<file path="src/rtl/cpu_pkg.sv">
// Shared definitions for the PC sequencer: PC width, FSM encodings and
// the default reset/fault vector.
package cpu_pkg;

  localparam int PC_W = 8;

  typedef enum logic [1:0] {
    ST_RUN   = 2'b00,
    ST_HALT  = 2'b01,
    ST_FAULT = 2'b10,
    ST_RSVD  = 2'b11
  } state_t;

  localparam logic [PC_W-1:0] RESET_PC_DEFAULT = 8'h00;

endpackage

</file>
<file path="src/rtl/ret_stack.sv">
// Return-address LIFO: push writes at the count, pop reads the entry below it.
// Contents are not reset; only the occupancy count is.
module ret_stack
  import cpu_pkg::*;
#(
  parameter int DEPTH = 4
) (
  input  logic            clkin,
  input  logic            reset,
  input  logic            push,
  input  logic            pop,
  input  logic [PC_W-1:0] push_data,
  output logic [PC_W-1:0] top,
  output logic            full,
  output logic            empty
);

  localparam int CW = $clog2(DEPTH + 1);
  localparam int AW = (DEPTH > 1) ? $clog2(DEPTH) : 1;

  logic [PC_W-1:0] r_mem [DEPTH];
  logic [CW-1:0]   r_count;
  logic [AW-1:0]   w_wr_idx;
  logic [AW-1:0]   w_rd_idx;
  logic            w_do_push;
  logic            w_do_pop;

  assign full      = (r_count == CW'(DEPTH));
  assign empty     = (r_count == '0);
  assign w_do_push = push && !full;
  assign w_do_pop  = pop && !empty && !push;
  assign w_wr_idx  = AW'(r_count);
  assign w_rd_idx  = AW'(r_count - CW'(1));
  assign top       = r_mem[w_rd_idx];

  always_ff @(posedge clkin) begin
    if (w_do_push) begin
      r_mem[w_wr_idx] <= push_data;
    end
  end

  always_ff @(posedge clkin) begin
    if (!reset) begin
      r_count <= '0;
    end else if (w_do_push) begin
      r_count <= r_count + CW'(1);
    end else if (w_do_pop) begin
      r_count <= r_count - CW'(1);
    end
  end

endmodule

</file>
<file path="src/rtl/pc_sequencer.sv">
// Next-PC selection with a RUN/HALT/FAULT control FSM and a call/return stack.
// pc_next is combinational; the external pc register closes the loop.
module pc_sequencer
  import cpu_pkg::*;
#(
  parameter int              STACK_DEPTH = 4,
  parameter logic [PC_W-1:0] RESET_PC    = RESET_PC_DEFAULT
) (
  input  logic            clkin,
  input  logic            reset,
  input  logic [PC_W-1:0] pc_cur,
  output logic [PC_W-1:0] pc_next,
  input  logic            stall,
  input  logic            halt,
  input  logic            resume,
  input  logic            br_en,
  input  logic            br_cond,
  input  logic [PC_W-1:0] br_off,
  input  logic            jmp_en,
  input  logic            call_en,
  input  logic            ret_en,
  input  logic [PC_W-1:0] jmp_addr,
  output logic [1:0]      state,
  output logic            stk_full,
  output logic            stk_empty,
  output logic            err
);

  state_t          r_state;
  state_t          w_state_next;
  logic            r_err;
  logic [PC_W-1:0] w_pc_next;
  logic [PC_W-1:0] w_pc_inc;
  logic [PC_W-1:0] w_pc_br;
  logic [PC_W-1:0] w_top;
  logic            w_full;
  logic            w_empty;
  logic            w_push;
  logic            w_pop;
  logic            w_fault;

  // 8-bit wrap of the sum is exactly sign-extended offset addition mod 256
  assign w_pc_inc = pc_cur + PC_W'(1);
  assign w_pc_br  = pc_cur + br_off;

  ret_stack #(
    .DEPTH(STACK_DEPTH)
  ) u_ret_stack (
    .clkin    (clkin),
    .reset    (reset),
    .push     (w_push),
    .pop      (w_pop),
    .push_data(w_pc_inc),
    .top      (w_top),
    .full     (w_full),
    .empty    (w_empty)
  );

  always_ff @(posedge clkin) begin
    if (!reset) begin
      r_state <= ST_RUN;
      r_err   <= 1'b0;
    end else begin
      r_state <= w_state_next;
      if (w_fault) begin
        r_err <= 1'b1;
      end
    end
  end

  always_comb begin
    w_pc_next    = pc_cur;
    w_state_next = r_state;
    w_push       = 1'b0;
    w_pop        = 1'b0;
    w_fault      = 1'b0;
    if (!reset) begin
      w_pc_next = RESET_PC;
    end else begin
      case (r_state)
        ST_RUN: begin
          if (halt) begin
            w_state_next = ST_HALT;
          end else if (!stall) begin
            // ret outranks call, so a simultaneous call is simply dropped
            if (ret_en) begin
              if (w_empty) begin
                w_fault = 1'b1;
              end else begin
                w_pop     = 1'b1;
                w_pc_next = w_top;
              end
            end else if (call_en) begin
              if (w_full) begin
                w_fault = 1'b1;
              end else begin
                w_push    = 1'b1;
                w_pc_next = jmp_addr;
              end
            end else if (jmp_en) begin
              w_pc_next = jmp_addr;
            end else if (br_en && br_cond) begin
              w_pc_next = w_pc_br;
            end else begin
              w_pc_next = w_pc_inc;
            end
            if (w_fault) begin
              w_pc_next    = RESET_PC;
              w_state_next = ST_FAULT;
            end
          end
        end
        ST_HALT: begin
          if (resume) begin
            w_state_next = ST_RUN;
          end
        end
        default: begin
          w_state_next = ST_FAULT;
        end
      endcase
    end
  end

  assign pc_next   = w_pc_next;
  assign state     = r_state;
  assign stk_full  = w_full;
  assign stk_empty = w_empty;
  assign err       = r_err;

endmodule

</file>
<file path="config.mk">
export PLATFORM = sky130hd
export DESIGN_NAME = pc_sequencer
export DESIGN_NICKNAME = d
export VERILOG_FILES = /design/src/rtl/cpu_pkg.sv /design/src/rtl/ret_stack.sv /design/src/rtl/pc_sequencer.sv
export SDC_FILE = /design/constraint.sdc
export NUM_CORES = 1
export LEC_CHECK = 0
export CAP_MARGIN = 20
export CELL_PAD_IN_SITES_DETAIL_PLACEMENT = 1
export CELL_PAD_IN_SITES_GLOBAL_PLACEMENT = 1
export CORE_ASPECT_RATIO = 0.8
export CORE_UTILIZATION = 40
export CTS_CLUSTER_SIZE = 25
export DETAILED_ROUTE_END_ITERATION = 7
export DONT_BUFFER_PORTS = 1
export PLACE_DENSITY = 0.74
export SETUP_SLACK_MARGIN = 0.4
export SYNTH_ARGS = -nofsm -noshare
export SYNTH_HDL_FRONTEND = slang
export SYNTH_SLANG_ARGS = --single-unit
</file>
<file path="constraint.sdc">
create_clock -name clkin -period 7.9 [get_ports clkin]
set_clock_uncertainty 0.2 [all_clocks]
set_input_delay 1.58 -clock clkin [delete_from_list [all_inputs] [get_ports clkin]]
set_output_delay 1.58 -clock clkin [all_outputs]
set_load 0.05 [all_outputs]
</file>
# == After elaboration in Yosys (flattened, before gate mapping) ==
# Memories as Yosys holds them, arrays and structs flattened.
# Index checks and enable logic that the tools add are counted.
# word_totals
reg_bits,6
mem_count,1
input_bits,34
ramBits,32
word_cells,69
latch_bits,0
mem_bits_ro,0
# memory_table
memory,depth,word_bits,rd,rd_ports_with_merged_regs,wr,line_no,text
u_ret_stack.r_mem,4,8,1,0,1,ret_stack.sv:21,logic [PC_W-1:0] r_mem [DEPTH];
# classes
n_mul,0
muxes,45
order_cmp,0
n_shift,0
n_reduce_logical,11
eq_ne,5
div_mod_pow,0
bitwise,0
n_addsub,4
# ops
operator,n
$mux 8,11
$mux 1,27
$add 8x1->8 const B,1
$add 8x8->8,1
$mux 2,4
$mux 3,2
$logic_and 1x1->1,4
$pmux 2 s2,1
$add 3x1->3 const B,1
$eq 3x3->1 const B,1
$logic_not 1->1,3
$logic_not 3->1,1
$ne 3x2->1 const B,1
$ne 3x3->1 const B,1
$reduce_and 3->1,1
$sub 3x1->3 const B,1
$eq 2x1->1 const B,1
$logic_not 2->1,1
$ne 2x2->1 const B,1
$reduce_bool 2->1,1

# == Logic depth before layout (Yosys ltp) ==
# depth
word_depth,13
mapped_depth,10
mapped_depth_nobuf,8

# == Modules after synthesis ==
# From an unflattened synthesis, not the netlist that was laid out.
# unflattened
hier_cells,236
hier_area_um2,2524.9
# modules_own_cells
mod,seq_area_each_um2,cells_per_inst,n_inst,area_each_um2
ret_stack,1021.0,78,1,1435.1
pc_sequencer,60.1,158,1,1089.8

# == Worst setup path after synthesis ==
# OpenSTA, ideal clock, no wires.
# synth_path
kind,in2out
start,in pc_cur[0]
end,out pc_next[1]
path_buffers,0
t_required_ns,6.120
arrival_ns,3.840
setup_slack_ns,2.280
stages,6
cell_sequence,ha_1 > fa_1 > mux2i_1 > o21ai_0 > nand2_1 > a311oi_1
# synth_via
elab_chain_len,10
elab_cells_between_ends,11
# synth_lines
item,line_no,text
"start, declared",pc_sequencer.sv:11,"input logic [PC_W-1:0] pc_cur,"
$add 8x1->8 / $add 8x8->8 (equally long branches),"pc_sequencer.sv:43, pc_sequencer.sv:44",
$mux 8 *,pc_sequencer.sv:102,end else if (br_en && br_cond) begin
$mux 8 *,pc_sequencer.sv:100,end else if (jmp_en) begin
$mux 8 *,pc_sequencer.sv:93,end else if (call_en) begin
$mux 8 *,pc_sequencer.sv:86,if (ret_en) begin
$mux 8 *,pc_sequencer.sv:107,if (w_fault) begin
$mux 8 *,pc_sequencer.sv:84,end else if (!stall) begin
$mux 8 *,pc_sequencer.sv:82,if (halt) begin
$mux 8 *,pc_sequencer.sv:80,case (r_state)
$mux 8 *,pc_sequencer.sv:77,if (!reset) begin
"end, declared",pc_sequencer.sv:12,"output logic [PC_W-1:0] pc_next,"
# Mark *: on every way between the ends. The rest lies on a longest branch, timed or not.

# == Worst setup path in the final report ==
# layout_path
start,reg u_ret_stack.r_count[0]
end,out pc_next[3]
# layout_via
elab_chain_len,13
elab_cells_between_ends,21
# layout_lines
item,line_no,text
"start, declared",ret_stack.sv:22,logic [CW-1:0] r_count;
"start signal, assigned",ret_stack.sv:46,r_count <= r_count + CW'(1);
"start signal, assigned",ret_stack.sv:48,r_count <= r_count - CW'(1);
$eq 3x3->1 *,ret_stack.sv:28,assign full = (r_count == CW'(DEPTH));
via stk_full,pc_sequencer.sv:24,"output logic stk_full,"
$mux 1,pc_sequencer.sv:94,if (w_full) begin
$mux 1,pc_sequencer.sv:93,
$mux 1,pc_sequencer.sv:86,
$mux 1,pc_sequencer.sv:84,
$mux 1,pc_sequencer.sv:82,
$mux 1,pc_sequencer.sv:80,
$mux 1,pc_sequencer.sv:77,
$mux 8 *,pc_sequencer.sv:107,
$mux 8 *,pc_sequencer.sv:84,
$mux 8 *,pc_sequencer.sv:82,
$mux 8 *,pc_sequencer.sv:80,
$mux 8 *,pc_sequencer.sv:77,
# The timed path passes the listed nets; every way through them passes the cells marked *. The select of a mux whose other input is x is not followed.

==> metrics.cfg <==
[run_status]
status=completed

[sta]
tightest_slew_ns=1.09
timing.fmax_mhz=177
finalHoldViolCount=0
setup_tns_ns=0
fin_crit_ns=5.65
drv_slew=0
post-route-period-util=0.716
setup_viol=0
relSlewSlack=0.273
rsz0062_at_grt=no

[global_routing]
grt_pass1_wl_um=11400
grt_usage=0.235
grt_overflow=0
antenna_found_initial=0
grt_max_degree=14
grt_pass1_vias=1998

[clock_network]
cts_hold_buf=0
postCtsSetupBuffers=0
cts_sinks=38
clk_path_buf_depth=2
numCtsBuffers=5
htreeDepth=2
cts_tree=done
cts_root_buf=clkbuf_8
ctsResizeCount=0
cts.clk_slew.worst_paths_ns=0.07
clk_latency_ns=0.29

[layout]
diodes=0
regArea_sq_um=1080
finalNonFillerCells=311
fillers=677
multi_input_area_sq_um=1370
fin_util=0.446
areaGrowthSynthToFinish_pct=5.94
drive_gt1_frac=0.122
fin_nets=278

[yosys]
syn-mean-instance-area_sq_um=11.0
syn_inst=230
synthAdderAreaFrac=0.0772
synth-edff-count=32
synth_top_family_by_area=simple AND/OR/NAND/NOR gates
synth_nets=279
synth.distinct_cells=58
syn_area_sq_um=2530
yosysWarnings=0
synth-xor-area-share=0.0381
asyncSetResetFlopFracSynth=0
synth_flop_cell=edfxtp_1
ys_ff_latch=38
ys_seq_area_frac=0.428
synth-simple-area-share=0.170
synth_compound_area_frac=0.151
synth_mux_area_frac=0.0995

[route]
drcViolationCount=0
wl_um=7160
ant_nets=0
drt_iter0_markers=188
vias=1915
post_drt_wl_per_cell_um=23.0
drtPass1Iterations=4
vias_per_cell=6.16

[floorplanning]
die-area_sq_um=6640
die_y_um=73.1
rows=25
initial_utilization=0.421
die_w_um=90.9
ios=47
core_area_sq_um=6010

[power]
share_comb_of_total_power=0.172
leakage_nw=0.914
power.density_nw_per_um2=165
power_w=0.000443
ir_drop_mv=0.134
p_int_w=0.000316
p_clk_frac=0.319
p_seq_frac=0.509
switching_share=0.286
power_switching_w=0.000127

[setup_path]
crit_arrival_ns=3.87
critPathLaunchType=flip-flop
critPathRequiredTime_ns=6.12
cp_max_fo=11
critPathCaptureType=output port
path_class=flip-flop to output port

[placement]
dp.cells=303
dpl.hpwl_um=5510
gp_congestion=0.874
io_buffers=0

[job]
maxCapViolCount=0

[worst_hold_path]
min_path_type=flip-flop to flip-flop

power by group through the flow:
stage	combinational, W	sequential (W)	clock [W]
after floorplan	0.0000626	0.000229	0
after global placement	0.0000732	0.000230	0
after detailed placement	0.0000751	0.000230	0
after CTS	0.0000755	0.000225	0.000144
after global routing	0.0000828	0.000226	0.000153
final	0.0000762	0.000225	0.000141
metal layers:
layer | global-route usage | wire [um]
met5 | 0 | 0
met4 | 0.0600 | 55
met3 | 0.0646 | 711
met1 | 0.336 | 3210
met2 | 0.355 | 3180
stage by stage:
step                worst slack (ns)  cell area (sq um)  hold slack, ns
floorplan                       2.28               2530           0.287
global placement                2.41               2580           0.341
detailed placement              2.38               2580           0.343
CTS                             2.20               2680           0.353
global route                    1.91               2680           0.384
finish                          2.25               2680           0.355
final timing paths:
check	cells past startpoint	end	from	slack [ns]
worst max-delay path	8	pc_next[3]	u_ret_stack.r_count[0]$_SDFFE_PN0P_	2.25
worst min-delay path	2	u_ret_stack.r_count[1]$_SDFFE_PN0P_	u_ret_stack.r_count[1]$_SDFFE_PN0P_	0.36
worst max register to register	6	u_ret_stack.r_mem[0][1]$_DFFE_PP_	u_ret_stack.r_count[0]$_SDFFE_PN0P_	4.19
worst min register to register	2	u_ret_stack.r_count[1]$_SDFFE_PN0P_	u_ret_stack.r_count[1]$_SDFFE_PN0P_	0.36
synthesized netlist by cell type (3+ instances only):
master	count	area [sq um]
ha_1	14	175
a21o_1	5	37.5
mux4_2	8	180
mux2i_1	6	60.1
dfxtp_1	6	120
nand2_1	17	63.8
nor3_1	3	15.0
and2_1	6	37.5
a22oi_1	3	22.5
and3_1	4	25.0
xnor2_1	8	70.1
edfxtp_1	32	961
o22ai_1	3	18.8
nand2b_1	7	43.8
inv_1	9	33.8
o21ai_1	4	20.0
buf_6	3	33.8
xor2_1	3	26.3
o211ai_1	5	37.5
o21ai_0	5	25.0
nor2_1	17	63.8
nand3_1	7	35.0
a21oi_1	15	75.1
cell type report:
type,count,share of cell area
clock buffer,6,0.0308
clock inverter,2,0.00467
inverter,9,0.0126
multi-input combinational,175,0.510
sequential,38,0.404
tap,81,0.0379
critical path: stages (launching register included):
cell,delay [ns]
dfxtp_1,0.75
inv_1,0.21
ha_1,0.29
ha_1,0.54
and3b_1,0.34
a21oi_1,0.21
nand2_1,0.10
a2111o_1,0.35
o22ai_1,0.80
cells in the final DEF, fill, tap and decap left out, types with 2 or more instances in the layout:
cell type / instances
edfxtp_1: 32
a21o_1: 5
a22oi_1: 3
nand2_1: 17
a311oi_2: 2
o211ai_1: 5
and2_1: 6
mux4_2: 8
o21ai_1: 4
clkbuf_8: 6
nor2_1: 17
a211oi_1: 2
xnor2_1: 8
o21ai_0: 5
o21a_1: 2
xor2_1: 3
nand2b_1: 7
a21oi_1: 15
nand3_1: 7
ha_1: 14
dfxtp_1: 6
nor3_1: 3
nor2b_1: 2
o22ai_1: 3
and3_1: 4
inv_1: 9
mux2i_1: 6
registers in the layout, indices dropped and copies added, names as in the netlist:
name                 flops
err                      1
state                    2
u_ret_stack.r_count      3
u_ret_stack.r_mem       32
kinds of logic after synthesis:
kind of cell	after synthesis
buffers and inverters	17
and+or+nand+nor	78
muxes	15
DFF	38
adders and majority gates	15
AOI/OAI and AO/OA	56
xor gates and xnor gates	11
No activity file was read; power rests on OpenSTA's default activity.
